### config.mk
export PLATFORM = sky130hd
export DESIGN_NAME = conv_window_feeder
export DESIGN_NICKNAME = d
export VERILOG_FILES = /design/src/rtl/conv_pkg.sv /design/src/rtl/conv_window_feeder_window_addr_gen.sv /design/src/rtl/conv_window_feeder.sv
export SDC_FILE = /design/constraint.sdc
export NUM_CORES = 1
export LEC_CHECK = 0
export CAP_MARGIN = 30
export CORE_ASPECT_RATIO = 1.25
export CORE_UTILIZATION = 55
export CTS_BUF_LIST = sky130_fd_sc_hd__clkbuf_4
export DETAILED_ROUTE_END_ITERATION = 12
export PLACE_DENSITY = 0.74
export SLEW_MARGIN = 10
export SYNTH_ARGS = -nofsm -noshare
export SYNTH_HDL_FRONTEND = slang
export SYNTH_SLANG_ARGS = --single-unit
### constraint.sdc
create_clock -name clk -period 5.8 [get_ports clk]
set_clock_uncertainty 0.15 [all_clocks]
set_input_delay 0.58 -clock clk [delete_from_list [all_inputs] [get_ports clk]]
set_output_delay 0.58 -clock clk [all_outputs]
set_load 0.005 [all_outputs]
### src/rtl/conv_pkg.sv
// Shared definitions for the convolution window feeder: sample format and
// sequencer states.
package conv_pkg;
  localparam int DATA_SIZE      = 8;
  localparam int HALFWORD_WIDTH = 16;
  localparam int FRAC_BITS      = 3;

  typedef enum logic [1:0] {
    ST_IDLE   = 2'd0,
    ST_STREAM = 2'd1,
    ST_WAIT   = 2'd2
  } state_t;
endpackage

### src/rtl/conv_window_feeder_window_addr_gen.sv
// Window walker: (row, col, ky, kx) always name the pair on the PE port.
// The read addresses are taken from the next-state counters so the output
// registers capture the pair that becomes current at the same edge.
module window_addr_gen
  import conv_pkg::*;
#(
  parameter int IMG_W = 8,
  parameter int IMG_H = 8,
  parameter int K     = 5,
  parameter int RW    = $clog2(IMG_H),
  parameter int CW    = $clog2(IMG_W),
  parameter int KCW   = $clog2(K),
  parameter int AW    = $clog2(IMG_W*IMG_H),
  parameter int KW    = $clog2(K*K)
)(
  input  logic          clk,
  input  logic          rst,
  input  logic          clear,
  input  logic          step_pair,
  input  logic          step_win,
  output logic [RW-1:0] row,
  output logic [CW-1:0] col,
  output logic [AW-1:0] img_addr,
  output logic [KW-1:0] ker_idx,
  output logic          last_pair,
  output logic          last_window
);
  logic [KCW-1:0] ky, kx, ky_n, kx_n;
  logic [RW-1:0]  row_n;
  logic [CW-1:0]  col_n;

  always_comb begin
    row_n = row;
    col_n = col;
    ky_n  = ky;
    kx_n  = kx;
    if (clear) begin
      row_n = '0;
      col_n = '0;
      ky_n  = '0;
      kx_n  = '0;
    end else if (step_pair) begin
      if (kx == KCW'(K-1)) begin
        kx_n = '0;
        ky_n = ky + KCW'(1);
      end else begin
        kx_n = kx + KCW'(1);
      end
    end else if (step_win) begin
      ky_n = '0;
      kx_n = '0;
      if (col == CW'(IMG_W-K)) begin
        col_n = '0;
        row_n = row + RW'(1);
      end else begin
        col_n = col + CW'(1);
      end
    end
  end

  always_ff @(posedge clk) begin
    if (rst) begin
      row <= '0;
      col <= '0;
      ky  <= '0;
      kx  <= '0;
    end else begin
      row <= row_n;
      col <= col_n;
      ky  <= ky_n;
      kx  <= kx_n;
    end
  end

  assign img_addr    = AW'((int'(row_n) + int'(ky_n)) * IMG_W + int'(col_n) + int'(kx_n));
  assign ker_idx     = KW'(int'(ky_n) * K + int'(kx_n));
  assign last_pair   = (ky == KCW'(K-1)) && (kx == KCW'(K-1));
  assign last_window = (row == RW'(IMG_H-K)) && (col == CW'(IMG_W-K));
endmodule

### src/rtl/conv_window_feeder.sv
// Streams every K x K window of a stored feature map, paired with the
// stored kernel, into one PE and collects one result per window.
module conv_window_feeder #(
  parameter int IMG_W     = 8,
  parameter int IMG_H     = 8,
  parameter int K         = 5,
  parameter int DATA_SIZE = 8
)(
  input  logic                          clk,
  input  logic                          rst,
  input  logic                          ld_en,
  input  logic                          ld_sel,
  input  logic [$clog2(IMG_W*IMG_H)-1:0] ld_addr,
  input  logic [DATA_SIZE-1:0]          ld_data,
  input  logic [DATA_SIZE-1:0]          bias_in,
  input  logic                          start,
  output logic                          busy,
  output logic                          done,
  output logic [DATA_SIZE-1:0]          inmap,
  output logic [DATA_SIZE-1:0]          weight,
  output logic                          inmap_vld,
  output logic                          weight_vld,
  output logic [DATA_SIZE-1:0]          bias,
  input  logic [DATA_SIZE-1:0]          outmap,
  input  logic                          outmap_vld,
  output logic [DATA_SIZE-1:0]          res_data,
  output logic [$clog2(IMG_H)-1:0]      res_row,
  output logic [$clog2(IMG_W)-1:0]      res_col,
  output logic                          res_vld
);
  import conv_pkg::*;

  localparam int NPIX = IMG_W * IMG_H;
  localparam int NKER = K * K;
  localparam int AW   = $clog2(NPIX);
  localparam int KW   = $clog2(NKER);
  localparam int RW   = $clog2(IMG_H);
  localparam int CW   = $clog2(IMG_W);

  logic [DATA_SIZE-1:0] img [NPIX];
  logic [DATA_SIZE-1:0] ker [NKER];

  state_t        state, state_nxt;
  logic          clear, step_pair, step_win, issue, capture, finish;
  logic [RW-1:0] row;
  logic [CW-1:0] col;
  logic [AW-1:0] img_addr;
  logic [KW-1:0] ker_idx;
  logic          last_pair, last_window;

  window_addr_gen #(
    .IMG_W(IMG_W), .IMG_H(IMG_H), .K(K)
  ) u_addr (
    .clk        (clk),
    .rst        (rst),
    .clear      (clear),
    .step_pair  (step_pair),
    .step_win   (step_win),
    .row        (row),
    .col        (col),
    .img_addr   (img_addr),
    .ker_idx    (ker_idx),
    .last_pair  (last_pair),
    .last_window(last_window)
  );

  // Storage only accepts writes while idle, so a pass sees a frozen map.
  always_ff @(posedge clk) begin
    if (ld_en && state == ST_IDLE) begin
      if (!ld_sel) begin
        if (int'(ld_addr) < NPIX) img[ld_addr] <= ld_data;
      end else if (int'(ld_addr) < NKER) begin
        ker[ld_addr[KW-1:0]] <= ld_data;
      end
    end
  end

  always_ff @(posedge clk) begin
    if (rst) state <= ST_IDLE;
    else     state <= state_nxt;
  end

  always_comb begin
    state_nxt = state;
    clear     = 1'b0;
    step_pair = 1'b0;
    step_win  = 1'b0;
    issue     = 1'b0;
    capture   = 1'b0;
    finish    = 1'b0;
    case (state)
      ST_IDLE: if (start) begin
        state_nxt = ST_STREAM;
        clear     = 1'b1;
        issue     = 1'b1;
      end
      ST_STREAM: begin
        if (last_pair) begin
          state_nxt = ST_WAIT;
        end else begin
          step_pair = 1'b1;
          issue     = 1'b1;
        end
      end
      ST_WAIT: if (outmap_vld) begin
        capture = 1'b1;
        if (last_window) begin
          state_nxt = ST_IDLE;
          clear     = 1'b1;
          finish    = 1'b1;
        end else begin
          state_nxt = ST_STREAM;
          step_win  = 1'b1;
          issue     = 1'b1;
        end
      end
      default: state_nxt = ST_IDLE;
    endcase
  end

  always_ff @(posedge clk) begin
    if (rst) begin
      done       <= 1'b0;
      res_vld    <= 1'b0;
      inmap_vld  <= 1'b0;
      weight_vld <= 1'b0;
      inmap      <= '0;
      weight     <= '0;
      bias       <= '0;
      res_data   <= '0;
      res_row    <= '0;
      res_col    <= '0;
    end else begin
      done       <= finish;
      res_vld    <= capture;
      inmap_vld  <= issue;
      weight_vld <= issue;
      if (issue) begin
        inmap  <= img[img_addr];
        weight <= ker[ker_idx];
      end
      if (state == ST_IDLE && start) bias <= bias_in;
      if (capture) begin
        res_data <= outmap;
        res_row  <= row;
        res_col  <= col;
      end
    end
  end

  assign busy = (state != ST_IDLE);
endmodule

; ---- Word level (Yosys, flattened, before mapping)
; Memory sizes are Yosys's and may differ from the RTL's. A register that Yosys moved wholly into a read port is not among the register bits.
; Cells that the tools add are included.
[word_totals]
n_memories = 2
register_bits = 39
word_cells = 82
ramBits = 712
inputBits = 36
[memory_table]
columns = memory, words, width, rd, rd_ports_with_merged_regs, write_ports, line
row1 = img, 64, 8, 1, 1, 1, conv_window_feeder.sv:40  ; logic [DATA_SIZE-1:0] img [NPIX];
row2 = ker, 25, 8, 1, 1, 1, conv_window_feeder.sv:41  ; logic [DATA_SIZE-1:0] ker [NKER];
[op_classes]
add_sub_neg = 8
mux = 40
bitwise = 1
order_cmp = 1
n_mul = 1
eq_ne = 9
n_reduce_logical = 8
[op_table]
columns = op, n
row1 = 3-bit two-way mux, 16
row2 = 1-bit two-way mux, 18
row3 = 3-bit by 1-bit adder with 3-bit output (second input constant), 4
row4 = 6-bit by 4-bit adder with 6-bit output, 2
row5 = 3-bit by 2-bit equality test with 1-bit output (second input constant), 2
row6 = 3-bit equality test (second input constant), 2
row7 = 6-bit by 5-bit less-than comparator with 1-bit output (second input constant), 1
row8 = 2-bit two-way mux, 3
row9 = 2-bit != test (second input constant), 3
row10 = 2-bit case mux with 3 select lines, 1
row11 = 5-bit by 4-bit adder with 5-bit output, 1
row12 = 3-bit by 3-bit multiplier with 5-bit output (second input constant), 1
row13 = 1-bit logical AND, 4
row14 = 3-bit adder, 1
row15 = 1-bit case mux with 3 select lines, 1
row16 = 3-bit AND reduction, 1
row17 = 2-bit by 1-bit equality test with 1-bit output (second input constant), 1
row18 = 2-bit equality test (second input constant), 1
row19 = 2-bit logical NOT, 1
row20 = 1-bit case mux with 2 select lines, 1
row21 = 2-bit nonzero test, 1
row22 = 2-bit OR reduction, 1
row23 = 1-bit NOT, 1

; ---- Depth between registers and ports, before layout
; Gate-level depths: netlist of run 1.
[depth]
depth_word = 11
ltp_mapped = 20
ltp_nobuf = 18

; ---- Modules after synthesis
; From an unflattened synthesis of run 1, not the netlist that was laid out.
[unflattened]
cells_unflattened = 1672
hier_area_um2 = 30346.6
[by_module_without_submodules]
columns = mod, n_inst, area_each_um2, cells_each
row1 = conv_window_feeder, 1, 29284.3, 1551
row2 = window_addr_gen, 1, 1062.3, 121

; ---- Worst setup path after synthesis of run 1
; OpenSTA, ideal clock, no wires.
[synth_path]
kind = register to register
startpoint = register u_addr.ky[0]
endpoint = register weight[1] (read register of ker)
t_arrival_ns = 4.324
stages_incl_launch_ff = 17
synth_period_minus_slack_ns = 4.611
setup_time_ns = 0.138
required_ns = 5.512
path_slack_ns = 1.189
cell_sequence = dfxtp_1 > inv_1 > ha_1 > nand2_1 > o21ai_0 > inv_1 > a21oi_1 > o21ai_0 > a21oi_1 > ha_1 > ha_1 > fa_1 > buf_1 > clkbuf_1 > mux4_2 > a21oi_1 > a211oi_1
[synth_between]
elab_chain_cells = 8
[synth_rtl]
columns = item, line
row1 = start: declaration, conv_window_feeder_window_addr_gen.sv:28  ; logic [KCW-1:0] ky, kx, ky_n, kx_n;
row2 = start signal: assignment, conv_window_feeder_window_addr_gen.sv:70  ; ky <= ky_n;
row3 = "parallel branches: the longest is 4 deep, another holds 3-bit by 1-bit adder with 3-bit output", n/a
row4 = 3-bit two-way mux (*), conv_window_feeder_window_addr_gen.sv:42  ; end else if (step_pair) begin
row5 = 3-bit two-way mux (*), conv_window_feeder_window_addr_gen.sv:37  ; if (clear) begin
row6 = named net u_addr.ky_n[1], conv_window_feeder_window_addr_gen.sv:28
row7 = 3-bit by 3-bit multiplier with 5-bit output (*), conv_window_feeder_window_addr_gen.sv:76  ; assign ker_idx = KW'(int'(ky_n) * K + int'(kx_n));
row8 = 5-bit by 4-bit adder with 5-bit output (*), conv_window_feeder_window_addr_gen.sv:76
row9 = end: declaration, conv_window_feeder.sv:20  ; output logic [DATA_SIZE-1:0] weight,
; Mark *: on every way through the listed nets, which the timed path passes.
; A chain may end at the register's enable or synchronous reset.

; ---- Final worst setup path of run 1
[layout_path]
startpoint = register u_addr.ky[0]
endpoint = register weight[0] (read register of ker)
; The elaborated chain is that of the path after synthesis.

==> qor.yml, run 1 <==
yosys:
  synth_nets: 1708
  synthArstFlopShare: 0
  yosysSeqAreaShare: 0.739
  yosys.area.top_type: "edfxtp_1"
  synth-seq-cells: 767
  yosys.area.top_type_share: 0.703
  ys_types: 59
  syn-cell-area_um2: 30400
  ys_top_cells_by_area: "edfxtp_1 (70%), mux4_2 (14%), dfxtp_1 (3.6%)"
  synthFlopType: "edfxtp_1"
  synth-edff-count: 712
  synth_cells: 1652
  yosys_warnings: 0
  syn_area_per_cell_um2: 18.4
critical_path:
  cp.arrival_ns: 5.76
  start_kind: "flip-flop"
  r2r-start: "u_addr.ky[0]"
  timing.rr.end: "weight[0]"
  cp.required_ns: 6.37
  reg2regPathDepth: 18
  critPathMaxFanout: 16
  path_class: "reg2reg"
  end_kind: "flip-flop"
  r2r_slack_ns: 0.62
grt:
  grt_first_pass_wirelength_um: 104000
  track_usage: 0.255
  grt_overflow_total: 0
  grt_pass1_vias: 17200
  grt_max_degree: 90
  antenna_found_initial: 3
pwr:
  power.internal_uw: 8610
  p_leak_uw: 0.0113
  p_per_area_nw_per_um2: 323
  combPwrFrac: 0.093
  clock_power_share: 0.362
  max-vdd-ir-drop_mv: 0.138
  p_total_uw: 11200
  p_seq_frac: 0.545
  swShare: 0.231
  switchingPower_uw: 2590
die:
  die_w_um: 212
  design.core.area_um2: 54800
  die_area_um2: 56200
  fp.dieH_um: 265
  ioPinCount: 79
  row_count: 96
  initial_core_util: 0.555
layout:
  final_layout_size_suffix_gt1_frac: 0.276
  fillers: 3844
  seq_area_um2: 22500
  fin_util: 0.632
  area_delta_synth_final_pct: 13.9
  multi_input_area_um2: 7520
  fin_nets: 1953
drt:
  dr.pass1.iters: 6
  ant_nets: 0
  drt_iter0_drc: 1669
  drc: 0
  wl_um: 69200
  num_vias: 16600
  wire_per_inst_um: 25.0
  viasPerCell: 5.98
clock_tree:
  path_clk_slew_ns: 0.07
  cts_tree: "built"
  cts_buffers: 174
  cts_hold_buf: 0
  ctsResizeCount: 0
  cts-root-buf: "clkbuf_4"
  cts_buffer_depth: 3
  post-cts-setup-buffers: 0
  cts_max_level: 4
  clock-sinks: 767
  clock_latency_ns: 0.89
place:
  numPortBuffers: 78
  dpl.hpwl_um: 44200
  gp_congestion: 0.893
timing:
  setup-tns-final_ns: 0
  hold_slack_ns: 0.114
  setup_violations: 0
  rsz0062_at_grt: "false"
  period_needed_ns: 5.18
  tightest_slew_ns: 1.05
  finalCritPeriodShare: 0.894
  final_max_slew_viol_count: 0
  finalHoldViolCount: 0
  fmax_mhz: 193
  relSlewSlack: 0.296
hold_path:
  min_to: "bias[3]"
  min_path_type: "in2reg"
  worstHoldPathCells: 3
  hp-start: "bias_in[3]"
job:
  cap_violations: 0
status:
  status: "finished, final reports clean"
[per-layer routing]
layer | vias to the layer above | GRT usage | part of all wire
met3 | 148 | 0.0506 | 0.072
met4 | 4 | 0.105 | 0.030
li1 | 7211 | - | -
met1 | 8419 | 0.320 | 0.37
met2 | 796 | 0.436 | 0.53
met5 | - | 0 | 0.00049
[layout by cell type, fill, tap and decap left out, types with 27 or more instances in the layout]
cell type	count
buf_4	57
clkbuf_4	256
dfxtp_1	55
mux4_2	184
clkinv_1	46
nand3_1	49
clkdlybuf4s50_1	69
nand2_1	176
mux2i_1	27
nor2_1	126
a21oi_1	44
edfxtp_1	712
[synth_stat cells, types with 4 or more instances]
cell type	instances
o21ai_0	9
buf_1	4
nor3_1	13
nor2_1	126
buf_2	21
a21oi_1	44
edfxtp_1	712
nand2b_1	8
mux2i_1	27
nand3_1	49
ha_1	17
clkbuf_1	55
and2_1	6
a211oi_1	17
nand4_1	19
dfxtp_1	55
nor2b_1	11
a32oi_1	19
mux4_2	184
xnor2_1	7
nand2_1	176
inv_1	16
[final cells by class]
class,count,area share
inverters,16,0.00173
clock inverters,59,0.00715
clock buffers,256,0.0555
diodes,1,0.0000722
flip-flops and latches,767,0.649
well taps,735,0.0265
multi-input cells,783,0.217
repair buffers,155,0.0430
[per-stage QoR]
stage               area (um^2)  std cells  worst slack [ns]
detailed placement        32400       2447             0.494
global placement          32200       2432             0.717
global route              34600       2772             0.299
finish                    34600       2772             0.617
CTS                       34500       2762             0.651
floorplan                 30400       1652              1.19
[critical path, cell delays in order, from the launching register on]
cell,delay (ns)
dfxtp_1,0.34
inv_1,0.06
ha_1,0.22
nand2_1,0.12
o21ai_0,0.45
inv_1,0.14
a21oi_1,0.31
o21ai_0,0.12
a21oi_1,0.36
ha_1,0.29
ha_1,0.26
a21o_1,0.19
a21oi_1,0.17
xnor2_1,0.12
xnor2_2,0.75
buf_4,0.33
mux4_2,0.33
a21oi_1,0.20
a211oi_1,0.10
[power by group through the flow]
| stage | clock [uW] | sequential [uW] | combinational (uW) |
|---|---|---|---|
| 3_5_place_dp | 0 | 6230 | 1040 |
| 2_1_floorplan | 0 | 6210 | 647 |
| 5_1_grt | 4400 | 6100 | 1110 |
| 3_3_place_gp | 0 | 6230 | 1020 |
| 6_report | 4060 | 6100 | 1040 |
| 4_1_cts | 4140 | 6110 | 1050 |
[how the worst max path moves through the flow]
| stage | startpoint | end | slack (ns) | cells past startpoint |
|---|---|---|---|---|
| 6_report | u_addr.ky[0] | weight[0] | 0.62 | 18 |
| 5_1_grt | u_addr.ky[1] | weight[0] | 0.30 | 18 |
| 4_1_cts | u_addr.ky[1] | weight[0] | 0.65 | 18 |
| 3_5_place_dp | outmap_vld | weight[0] | 0.49 | 16 |
| 3_3_place_gp | outmap_vld | weight[1] | 0.72 | 16 |
| 2_1_floorplan | u_addr.ky[0] | weight[1] | 1.19 | 16 |
[flip-flops by register name, summed over array words and instances, names as in the netlist]
name	count
res_vld	1
inmap	8
res_col	3
weight_vld	1
res_row	3
u_addr.ky	3
ker	200
done	1
img	512
u_addr.kx	3
u_addr.col	3
state	2
bias	8
res_data	8
weight	8
u_addr.row	3
[cells by family after synthesis]
kind of cell,count (synthesis),synth area share
flip-flops,767,0.739
buffers and inverters,102,0.0146
multiplexers,211,0.145
adder cells (fa/ha/maj),20,0.00897
AO/OA/AOI/OAI,119,0.0284
AND/OR/NAND/NOR,425,0.0609
XOR/XNOR,8,0.00255
(Power assumes the default switching activity.)
==> inputs of run 2 (changes only) <==
GPL_TIMING_DRIVEN = 0   (was default)
==> run 2 against run 1 <==
Effect of this change:
- sequential cell count unchanged
- non-clock buffer count grew 44
- worst setup slack lost 0.33 ns
- power up 2.6%
- critical path type unchanged
- largest cell class unchanged
- largest power group unchanged
==> qor.yml, run 2 (synthesis gave the netlist of run 1 again) <==
clock_tree:
  cts-root-buf: "clkbuf_4"
  cts_max_level: 4  # unchanged
  clock-sinks: 767  # unchanged
  path_clk_slew_ns: 0.07  # about the same
  post-cts-setup-buffers: 0  # unchanged
  cts_buffers: 177  # +1.7%
  clock_latency_ns: 1.02  # +0.13 ns
  cts_buffer_depth: 3  # unchanged
  cts_tree: "built"
die:
  initial_core_util: 0.555  # unchanged
  ioPinCount: 79  # unchanged
  fp.dieH_um: 265  # unchanged
  design.core.area_um2: 54800  # unchanged
  die_w_um: 212  # unchanged
  die_area_um2: 56200  # unchanged
  row_count: 96  # unchanged
timing:
  relSlewSlack: 0.356  # +0.0595
  period_needed_ns: 5.51  # +0.325 ns
  tightest_slew_ns: 0.963  # -0.0890 ns
  fmax_mhz: 182  # -5.9%
  finalHoldViolCount: 0  # unchanged
  hold_slack_ns: 0.0733  # -0.0407 ns
  finalCritPeriodShare: 0.950  # +0.0561
  setup-tns-final_ns: 0  # unchanged
  rsz0062_at_grt: "false"
  final_max_slew_viol_count: 0  # unchanged
  setup_violations: 0  # unchanged
place:
  numPortBuffers: 77  # -1.3%
  dpl.hpwl_um: 47300  # +7.2%
  gp_congestion: 0.956  # +7.0%
critical_path:
  path_class: "reg2reg"
  critPathMaxFanout: 10  # -6
  start_kind: "flip-flop"
  cp.required_ns: 6.49  # +0.12 ns
  end_kind: "flip-flop"
  cp.arrival_ns: 6.20  # +0.44 ns
layout:
  regMostFlops: "img"
  largest_reg_flops: 512  # unchanged
  fin_nets: 2000  # +2.4%
  fin_util: 0.637  # +0.00487
  final_common_cell: "edfxtp_1"
  area_delta_synth_final_pct: 14.8
  final_layout_size_suffix_gt1_frac: 0.258  # -0.0178
  layout_common_cells: "edfxtp_1 (712), clkbuf_4 (268), mux4_2 (184), nand2_1 (176), nor2_1 (126)"
drt:
  ant_nets: 0  # unchanged
  wl_um: 70700  # +2.1%
  wire_per_inst_um: 25.0  # about the same
  drc: 0  # unchanged
  num_vias: 16800  # +1.2%
  dr.pass1.iters: 5  # -1
  drt_iter0_drc: 1690  # +1.3%
  viasPerCell: 5.93  # -0.91%
pwr:
  max-vdd-ir-drop_mv: 0.165  # +19%
  p_leak_uw: 0.0113  # +0.46%
  p_total_uw: 11500  # +2.6%
  p_per_area_nw_per_um2: 329  # +1.8%
grt:
  antenna_found_initial: 2  # -1
  grt_pass1_vias: 17400  # +1.1%
  grt_first_pass_wirelength_um: 105000  # +0.99%
  grt_max_degree: 90  # unchanged
  grt_overflow_total: 0  # unchanged
  track_usage: 0.262  # +0.00652
hold_path:
  min_path_type: "in2reg"
job:
  cap_violations: 0  # unchanged
status:
  status: "finished, final reports clean"
-- run 2: changes by cell type in the layout (fill, tap and decap cells not counted), moves of 5 or more --
cell           delta
clkbuf_1         +50
clkbuf_4         +12
dlygate4sd3_1    +22
clkbuf_2          +5
buf_2            +12
buf_4            -44
buf_12            -5
-- run 2: critical path: stages (launching register included) --
cell and delay [ns]:
dfxtp_1 0.34, inv_1 0.07, ha_1 0.21, nand2_1 0.12, o21ai_0 0.42, inv_1 0.12
a21oi_1 0.33, o21ai_0 0.13, a21oi_1 0.43, ha_1 0.33, ha_1 0.37, clkbuf_1 0.48
clkbuf_1 0.60, mux4_2 0.44, mux4_2 0.53, a21oi_1 0.20, a211oi_1 0.10
-- run 2: through the flow --
stage                     cell area (um^2)  instances  worst slack [ns]
final                                34900       2831             0.292
after global routing                 34900       2828            0.0174
after floorplan                      30400       1652              1.19
after global placement               32100       2464            -0.822
after CTS                            34900       2822            0.0456
after detailed placement             32300       2473            -0.889
-- run 2: final timing paths --
kind | cells past startpoint | slack (ns) | startpoint | to
worst min-delay path | 1 | 0.07 | ld_data[6] | img[33][6]
worst max register to register | 16 | 0.29 | u_addr.ky[0] | weight[1]
worst max-delay path | 16 | 0.29 | u_addr.ky[0] | weight[1]
worst min register to register | 2 | 0.31 | res_data[3] | res_data[3]
-- run 2: power by group --
part | switching (uW) | internal [uW]
combinational | 575 | 503
sequential | 27.2 | 6070
clock | 2070 | 2250
total | 2670 | 8830
-- run 2: final cells by class --
| cell class | count | area, um^2 |
|---|---|---|
| Clock inverter | 58 | 329 |
| Clock buffer | 268 | 2010 |
| Antenna cell | 5 | 12.5 |
| Inverter | 16 | 60.1 |
| Sequential cell | 767 | 22500 |
| Timing Repair Buffer | 113 | 1210 |
| Tap cell | 735 | 920 |
| Multi-Input combinational cell | 783 | 7490 |
| Fill cell | 3818 | 19900 |
| Buffer | 86 | 389 |
-- run 2: repair_timing --
item / 4_1_cts / 5_1_grt
setup endpoints to repair: 7 / 15
hold buffers: 23 / 0
endpoints found under the hold margin: 416 / 0
gates cloned: 0 / 0
gates resized for setup: 3 / 5
-- run 2: per-layer routing --
| layer | track usage | up-vias | part of all wire |
|---|---|---|---|
| li1 | - | 7318 | - |
| met1 | 0.310 | 8474 | 0.36 |
| met2 | 0.440 | 831 | 0.52 |
| met3 | 0.0718 | 153 | 0.082 |
| met4 | 0.131 | 0 | 0.045 |
| met5 | 0 | - | 0 |
